### src/rtl/pipe_ctrl.sv
// Pipeline stall/flush controller: merges IF/ID/EX stall requests into one nested stall vector,
// sequences multi-cycle EX operations and keeps a saturating count of stalled cycles.
module pipe_ctrl #(
    parameter int unsigned CNT_W   = 16,
    parameter int unsigned EXCYC_W = 6
) (
    input  logic               clk,
    input  logic               rst,
    input  logic               stallreq_if,
    input  logic               stallreq_id,
    input  logic               ex_start,
    input  logic [EXCYC_W-1:0] ex_cycles,
    input  logic               flush_i,
    input  logic               clr_stat,
    output logic [5:0]         stall_o,
    output logic               flush_o,
    output logic               ex_busy_o,
    output logic               ex_done_o,
    output logic [CNT_W-1:0]   stall_cycles_o
);

    localparam logic StIdle = 1'b0;
    localparam logic StBusy = 1'b1;

    localparam logic [5:0] StallEx = 6'b001111;
    localparam logic [5:0] StallId = 6'b000111;
    localparam logic [5:0] StallIf = 6'b000011;

    localparam logic [EXCYC_W-1:0] CycOne  = EXCYC_W'(1);
    localparam logic [CNT_W-1:0]   StatMax = {CNT_W{1'b1}};

    logic               state_q, state_d;
    logic [EXCYC_W-1:0] cnt_q, cnt_d;
    logic               done_q, done_d;
    logic [CNT_W-1:0]   stat_q, stat_d;

    logic               accept;
    logic               ex_req;
    logic [EXCYC_W-1:0] n_cyc;

    // The held instruction keeps ex_start high, so ignore it while busy and in the done cycle.
    assign accept = ex_start & (state_q == StIdle) & ~done_q & ~flush_i;
    assign n_cyc  = (ex_cycles == '0) ? CycOne : ex_cycles;
    assign ex_req = accept | (state_q == StBusy);

    always_comb begin
        stall_o = 6'b000000;
        if (flush_i) begin
            stall_o = 6'b000000;
        end else if (ex_req) begin
            stall_o = StallEx;
        end else if (stallreq_id) begin
            stall_o = StallId;
        end else if (stallreq_if) begin
            stall_o = StallIf;
        end
    end

    assign flush_o        = flush_i;
    assign ex_busy_o      = (state_q == StBusy);
    assign ex_done_o      = done_q;
    assign stall_cycles_o = stat_q;

    always_comb begin
        state_d = state_q;
        cnt_d   = cnt_q;
        done_d  = 1'b0;
        if (flush_i) begin
            state_d = StIdle;
            cnt_d   = '0;
        end else if (accept) begin
            if (n_cyc == CycOne) begin
                done_d = 1'b1;
            end else begin
                state_d = StBusy;
                cnt_d   = n_cyc - CycOne;
            end
        end else if (state_q == StBusy) begin
            if (cnt_q == CycOne) begin
                state_d = StIdle;
                cnt_d   = '0;
                done_d  = 1'b1;
            end else begin
                cnt_d = cnt_q - CycOne;
            end
        end
    end

    always_comb begin
        stat_d = stat_q;
        if (clr_stat) begin
            stat_d = '0;
        end else if (stall_o[0] && (stat_q != StatMax)) begin
            stat_d = stat_q + CNT_W'(1);
        end
    end

    always_ff @(posedge clk or posedge rst) begin
        if (rst) begin
            state_q <= StIdle;
            cnt_q   <= '0;
            done_q  <= 1'b0;
            stat_q  <= '0;
        end else begin
            state_q <= state_d;
            cnt_q   <= cnt_d;
            done_q  <= done_d;
            stat_q  <= stat_d;
        end
    end

endmodule

### config.mk
export PLATFORM = sky130hd
export DESIGN_NAME = pipe_ctrl
export DESIGN_NICKNAME = d
export VERILOG_FILES = /design/src/rtl/pipe_ctrl.sv
export SDC_FILE = /design/constraint.sdc
export NUM_CORES = 1
export LEC_CHECK = 0
export BUFFER_PORTS_ARGS = -buffer_cell sky130_fd_sc_hd__buf_2
export CAP_MARGIN = 20
export CORE_ASPECT_RATIO = 0.9
export CORE_MARGIN = 3
export CORE_UTILIZATION = 34
export DETAILED_ROUTE_END_ITERATION = 16
export GPL_ROUTABILITY_DRIVEN = 0
export SETUP_SLACK_MARGIN = 0.2
export SLEW_MARGIN = 20
export SYNTH_ARGS = -nofsm -noshare
export SYNTH_HDL_FRONTEND = slang
export SYNTH_SLANG_ARGS = --single-unit
### constraint.sdc
create_clock -name clk -period 2.1 [get_ports clk]
set_input_delay 0.42 -clock clk [delete_from_list [all_inputs] [get_ports clk]]
set_output_delay 0.42 -clock clk [all_outputs]
set_load 0.005 [all_outputs]
==> metrics.cfg, run 1 <==
[die]
die_w_um=79.47
core_area_mm2=0.004576
die_h_um=72.12
row_count=23
fp.dieArea_mm2=0.005731
initial_utilization_pct=36.10
pin_count=38

[layout]
final_cells=290
seq_area_um2=600.6
multiInputGateArea_mm2=0.001047
drive_gt1_share_pct=31.14
area_growth_pct=27.27
fill_cells=425
n_antenna_cell=0
nets=247

[timing]
post-route-period-util_pct=91.72
hold_viol=0
finalCriticalPeriod_ns=1.926
setup-violations-final=0
finClkSkew_ns=0.006365
maxSlewViolCount=0
fmax_mhz=519.2
finalSetupTns_ns=0
rsz0062_at_grt=true

[clock_tree]
clk_latency_ns=0.27
cts_root_buf=clkbuf_8
cts_buffers=3
clk_pin_slew_ns=0.09
htree_levels=1
cts_buffer_depth=2
cts_tree=done
clock_sinks=24
postCtsHoldBufs=0

[setup_path]
worstPathRequired_ns=2.26
crit_type=register to register
critical_path.endpoint_type=register
crit_fanout=5
crit_arrival_ns=2.09
start_kind=register

[synthesis]
synthTopCellsByCount=dfrtp_1 (24), a21oi_1 (17), nor2_1 (12)
yosys.area.top_type=dfrtp_1
syn_area_mm2=0.001652
synth_top_area_share_pct=36.36
yosysSeqAreaShare_pct=36.36
post_synth.cell_area_avg_um2=9.075
async_reset_ff_share_pct=100.0
synth_flop_cell=dfrtp_1
yosys-top-cells-area=dfrtp_1 (36%), a21oi_1 (5.2%), ha_1 (3.8%)
synth.most_common_cell=dfrtp_1
yosys_warnings=0
synth_cells=182
synthDistinctLibCells=48
ys_ff_latch=24
synth_edf_count=0

[placed_design]
post-dp-hpwl_um=3002
dp.cells=282
port-buffer-count=35

[drt]
vias=1615
drt_wl_total_um=4449
vias_per_cell=5.569
ant_nets=0
wl_per_cell_um=15.34
drc=0
firstDrtPassIters=4
drt_iter0_markers=146

[power]
p_leak_uw=0.0009442
vdd_drop_max_mv=0.2438
p_per_area_mw_per_mm2=536.4

[run_status]
status=complete, no violations

[global_routing]
grt_pass1_wl_um=7051
grt_pass1_vias=1463
grt_antenna_before_repair=0
track_usage_pct=15.25
grt_max_degree=25
gr-total-overflow=0

[min_path]
hp-class=input pin to async pin

[run]
maxCapViolCount=0

metal layers:
metal	GRT usage, %	share of wire [%]
met2	24.19	47
met4	2.290	0.38
met1	22.43	49
met3	2.357	4.5
met5	0	0
power breakdown:
part | internal, uW | switching (uW)
sequential | 487 | 31.9
combinational | 133 | 155
clock | 168 | 153
total | 788 | 340
stage by stage:
step | power (uW) | area, um^2 | hold slack (ns) | util, % | setup WS [ns]
floorplan | 713.8 | 1673 | 0.4346 | - | 0.2223
global placement | 795.9 | 1954 | 0.4836 | 42.71 | 0.1328
detailed placement | 796.6 | 1954 | 0.4840 | 42.71 | 0.03578
CTS | 1126 | 2044 | 0.1918 | 44.68 | 0.1704
global route | 1185 | 2102 | 0.2100 | 45.94 | 0.1345
finish | 1127 | 2102 | 0.1818 | 45.94 | 0.1740
worst max-delay path, stage by stage, from the launching register on:
cell and delay [ns]:
dfrtp_1 0.39, ha_2 0.21, and4_1 0.22, a211o_4 0.38, nor4_4 0.29, mux2_4 0.33
cells by family (layout without fill, tap and decap cells):
group           after synthesis  count (layout)  synth area share [%]
compound gates               52              53                 21.74
xor+xnor                      4               4                 2.122
fa+ha+maj                     5               5                 3.788
buf+inv                      19              63                 5.757
flops                        24              24                 36.36
mux                           5               5                 3.257
other cells                   1               2                0.2271
simple gates                 72              72                 26.74
sequential cells by signal (all words and copies together), names as in the netlist:
name	flops
stall_cycles_o	16
cnt_q	6
ex_done_o	1
ex_busy_o	1
layout by cell type (no fill, tap or decap), drive strengths merged, types with 3 or more instances in the layout:
master,n
nor2,12
nand4,5
nor2b,3
nor4,5
mux2,3
nand2,10
or3,4
or4,8
a31oi,4
dfrtp,24
a32o,3
nand2b,4
buf,50
xnor2,3
and4,3
nand3,6
a21oi,17
clkbuf,4
inv,9
o21ai,5
ha,5
o31ai,7
nor3,5
path summary, 6_finish.rpt:
path	start	end	slack, ns	cells after the start
worst max-delay path	stall_cycles_o[1]	stall_cycles_o[13]	0.17	5
max in group asynchronous	rst	stall_cycles_o[1]	1.68	3
worst min register to register	cnt_q[4]	cnt_q[4]	0.55	1
min in group clk	flush_i	ex_done_o	0.47	2
worst min-delay path	rst	stall_cycles_o[12]	0.18	3
worst max register to register	stall_cycles_o[1]	stall_cycles_o[13]	0.17	5
cell type report:
class	count	share of cell area, %
multi-input combinational	141	49.82
sequential	24	28.57
timing repair buffer	50	13.69
tap	62	3.690
clock buffer	4	2.619
inverter	9	1.607
repair_timing:
item,in CTS,in global routing
pin swaps,2,2
cloned,1,0
gates resized for setup,2,8
endpoints found under the hold margin,0,0
setup endpoints to repair,5,6
setup buffers,2,1
(Power assumes the default switching activity.)
==> inputs of run 2 (changes only) <==
- CORE_UTILIZATION: 34 -> 54
- PLACE_DENSITY: default -> 0.8
==> run 2 against run 1 <==
  * Register-to-register slack barely moved
  * Largest power group unchanged
  * Sequential cell count did not move
  * Sequential share of layout area rose by 0.96 points
  * Maximum frequency fell by 0.45%
  * Clock-buffer cell count did not move
  * Clock skew fell by 0.0018 ns
  * Cell count fell by 10%
  * Utilization rose by 26 points
==> metrics.cfg, run 2 (same netlist as run 1, synthesis figures left out) <==
[run_status]
status=complete, no violations

[layout]
multiInputGateArea_mm2=0.001081
final_cell_mix=buf_2 (35), dfrtp_1 (23), a21oi_1 (16), nor2_1 (11), nand2_1 (10)
largest_reg_flops=16
final_cells=261
n_antenna_cell=0
final_common_cell=buf_2
seq_area_um2=601.8
drive_gt1_share_pct=31.22
fill_cells=226
nets=240
area_growth_pct=23.41

[timing]
hold_viol=0
finClkSkew_ns=0.004555
maxSlewViolCount=0
worst_pin_slew_ns=0.5913
finalSetupTns_ns=0
rsz0062_at_grt=true
setup-violations-final=0
finalCriticalPeriod_ns=1.935
fmax_mhz=516.8
post-route-period-util_pct=92.13
relSlewSlack_pct=60.27

[global_routing]
grt_pass1_wl_um=7162
grt_max_degree=25
track_usage_pct=24.02
grt_antenna_before_repair=0
grt_pass1_vias=1559
gr-total-overflow=0

[run]
maxCapViolCount=0

[power]
p_leak_uw=0.0008958
power_uw=1057
p_per_area_mw_per_mm2=518.4
vdd_drop_max_mv=0.3192

[drt]
wl_per_cell_um=16.80
vias_per_cell=6.433
drt_iter0_markers=157
drt_wl_total_um=4385
vias=1679
drc=0
firstDrtPassIters=5
ant_nets=0

[setup_path]
crit_type=register to register
crit_arrival_ns=2.19
cpPeakStageDelay_ns=0.50
cp_top_family=simple AND/OR/NAND/NOR gates
cp.buffers_inverters=0
crit_fanout=5
start_kind=register
critical_path.endpoint_type=register
worstPathRequired_ns=2.36
path_cells=ha_4, and4_1, a211o_4, or4_4, a21oi_2
crit_slowest_cell=or4_4

[placed_design]
dp.cells=254
port-buffer-count=35
post-dp-hpwl_um=2866

[die]
fp.dieArea_mm2=0.003759
die_w_um=64.30
die_h_um=58.47
row_count=18
initial_utilization_pct=58.20
pin_count=38
core_area_mm2=0.002838

[clock_tree]
clock_sinks=24
cts_buffers=3
postCtsHoldBufs=0
cts_tree=done
clk_pin_slew_ns=0.13
htree_levels=1
cts_root_buf=clkbuf_4
clk_latency_ns=0.32
cts_buffer_depth=2

[min_path]
hp-class=input pin to async pin

-- run 2: changes by cell type in the layout (fill, tap and decap cells not counted), sizes merged --
cell,delta
buf,-7
-- run 2: final timing paths --
| kind | start | endpoint | slack, ns | cells after the start |
|---|---|---|---|---|
| max | stall_cycles_o[1] | stall_cycles_o[9] | 0.17 | 5 |
| min reg2reg | cnt_q[4] | cnt_q[4] | 0.58 | 1 |
| min | rst | stall_cycles_o[15] | 0.11 | 3 |
| max in group asynchronous | rst | ex_busy_o | 1.74 | 3 |
| min in group clk | flush_i | ex_done_o | 0.40 | 2 |
| max reg2reg | stall_cycles_o[1] | stall_cycles_o[9] | 0.17 | 5 |
-- run 2: worst min-delay path: stages --
cell,delay (ns)
buf_2,0.10
inv_1,0.04
buf_4,0.29
-- run 2: power by group --
group,switching [uW],total [uW],internal [uW]
combinational,156,282,126
sequential,36.9,525,488
clock,143,250,106
total,337,1060,720
-- run 2: final cells by class --
class                           instances  area share [%]
Tap cell                               40           2.455
Clock buffer                            4           1.780
Timing Repair Buffer                   43           11.54
Inverter                                9           1.657
Sequential cell                        24           29.53
Multi-Input combinational cell        141           53.04
-- run 2: metrics by stage --
stage | hold WS (ns) | utilization, % | cell area (um^2) | setup slack (ns)
floorplan | 0.4346 | - | 1673 | 0.2223
detailed placement | 0.4841 | 66.31 | 1882 | 0.1111
finish | 0.1115 | 71.83 | 2038 | 0.1652
CTS | 0.1308 | 70.11 | 1989 | 0.2013
global placement | 0.4762 | 66.31 | 1882 | 0.1394
global route | 0.1434 | 71.83 | 2038 | 0.1219
-- run 2: per-layer routing --
| layer | GRT usage, % | vias to the layer above | part of all wire [%] |
|---|---|---|---|
| met5 | 0 | - | 0 |
| met4 | 6.024 | 0 | 2.0 |
| met3 | 5.344 | 11 | 8.7 |
| met2 | 38.68 | 89 | 47 |
| met1 | 33.25 | 801 | 43 |
| li1 | - | 778 | - |
-- run 2: what timing repair did --
item | in CTS | in global routing
setup endpoints to repair | 5 | 9
resized for setup | 10 | 8
endpoints found under the hold margin | 0 | 0
buffers inserted | 1 | 1
pin swaps | 2 | 4
cloned | 1 | 0
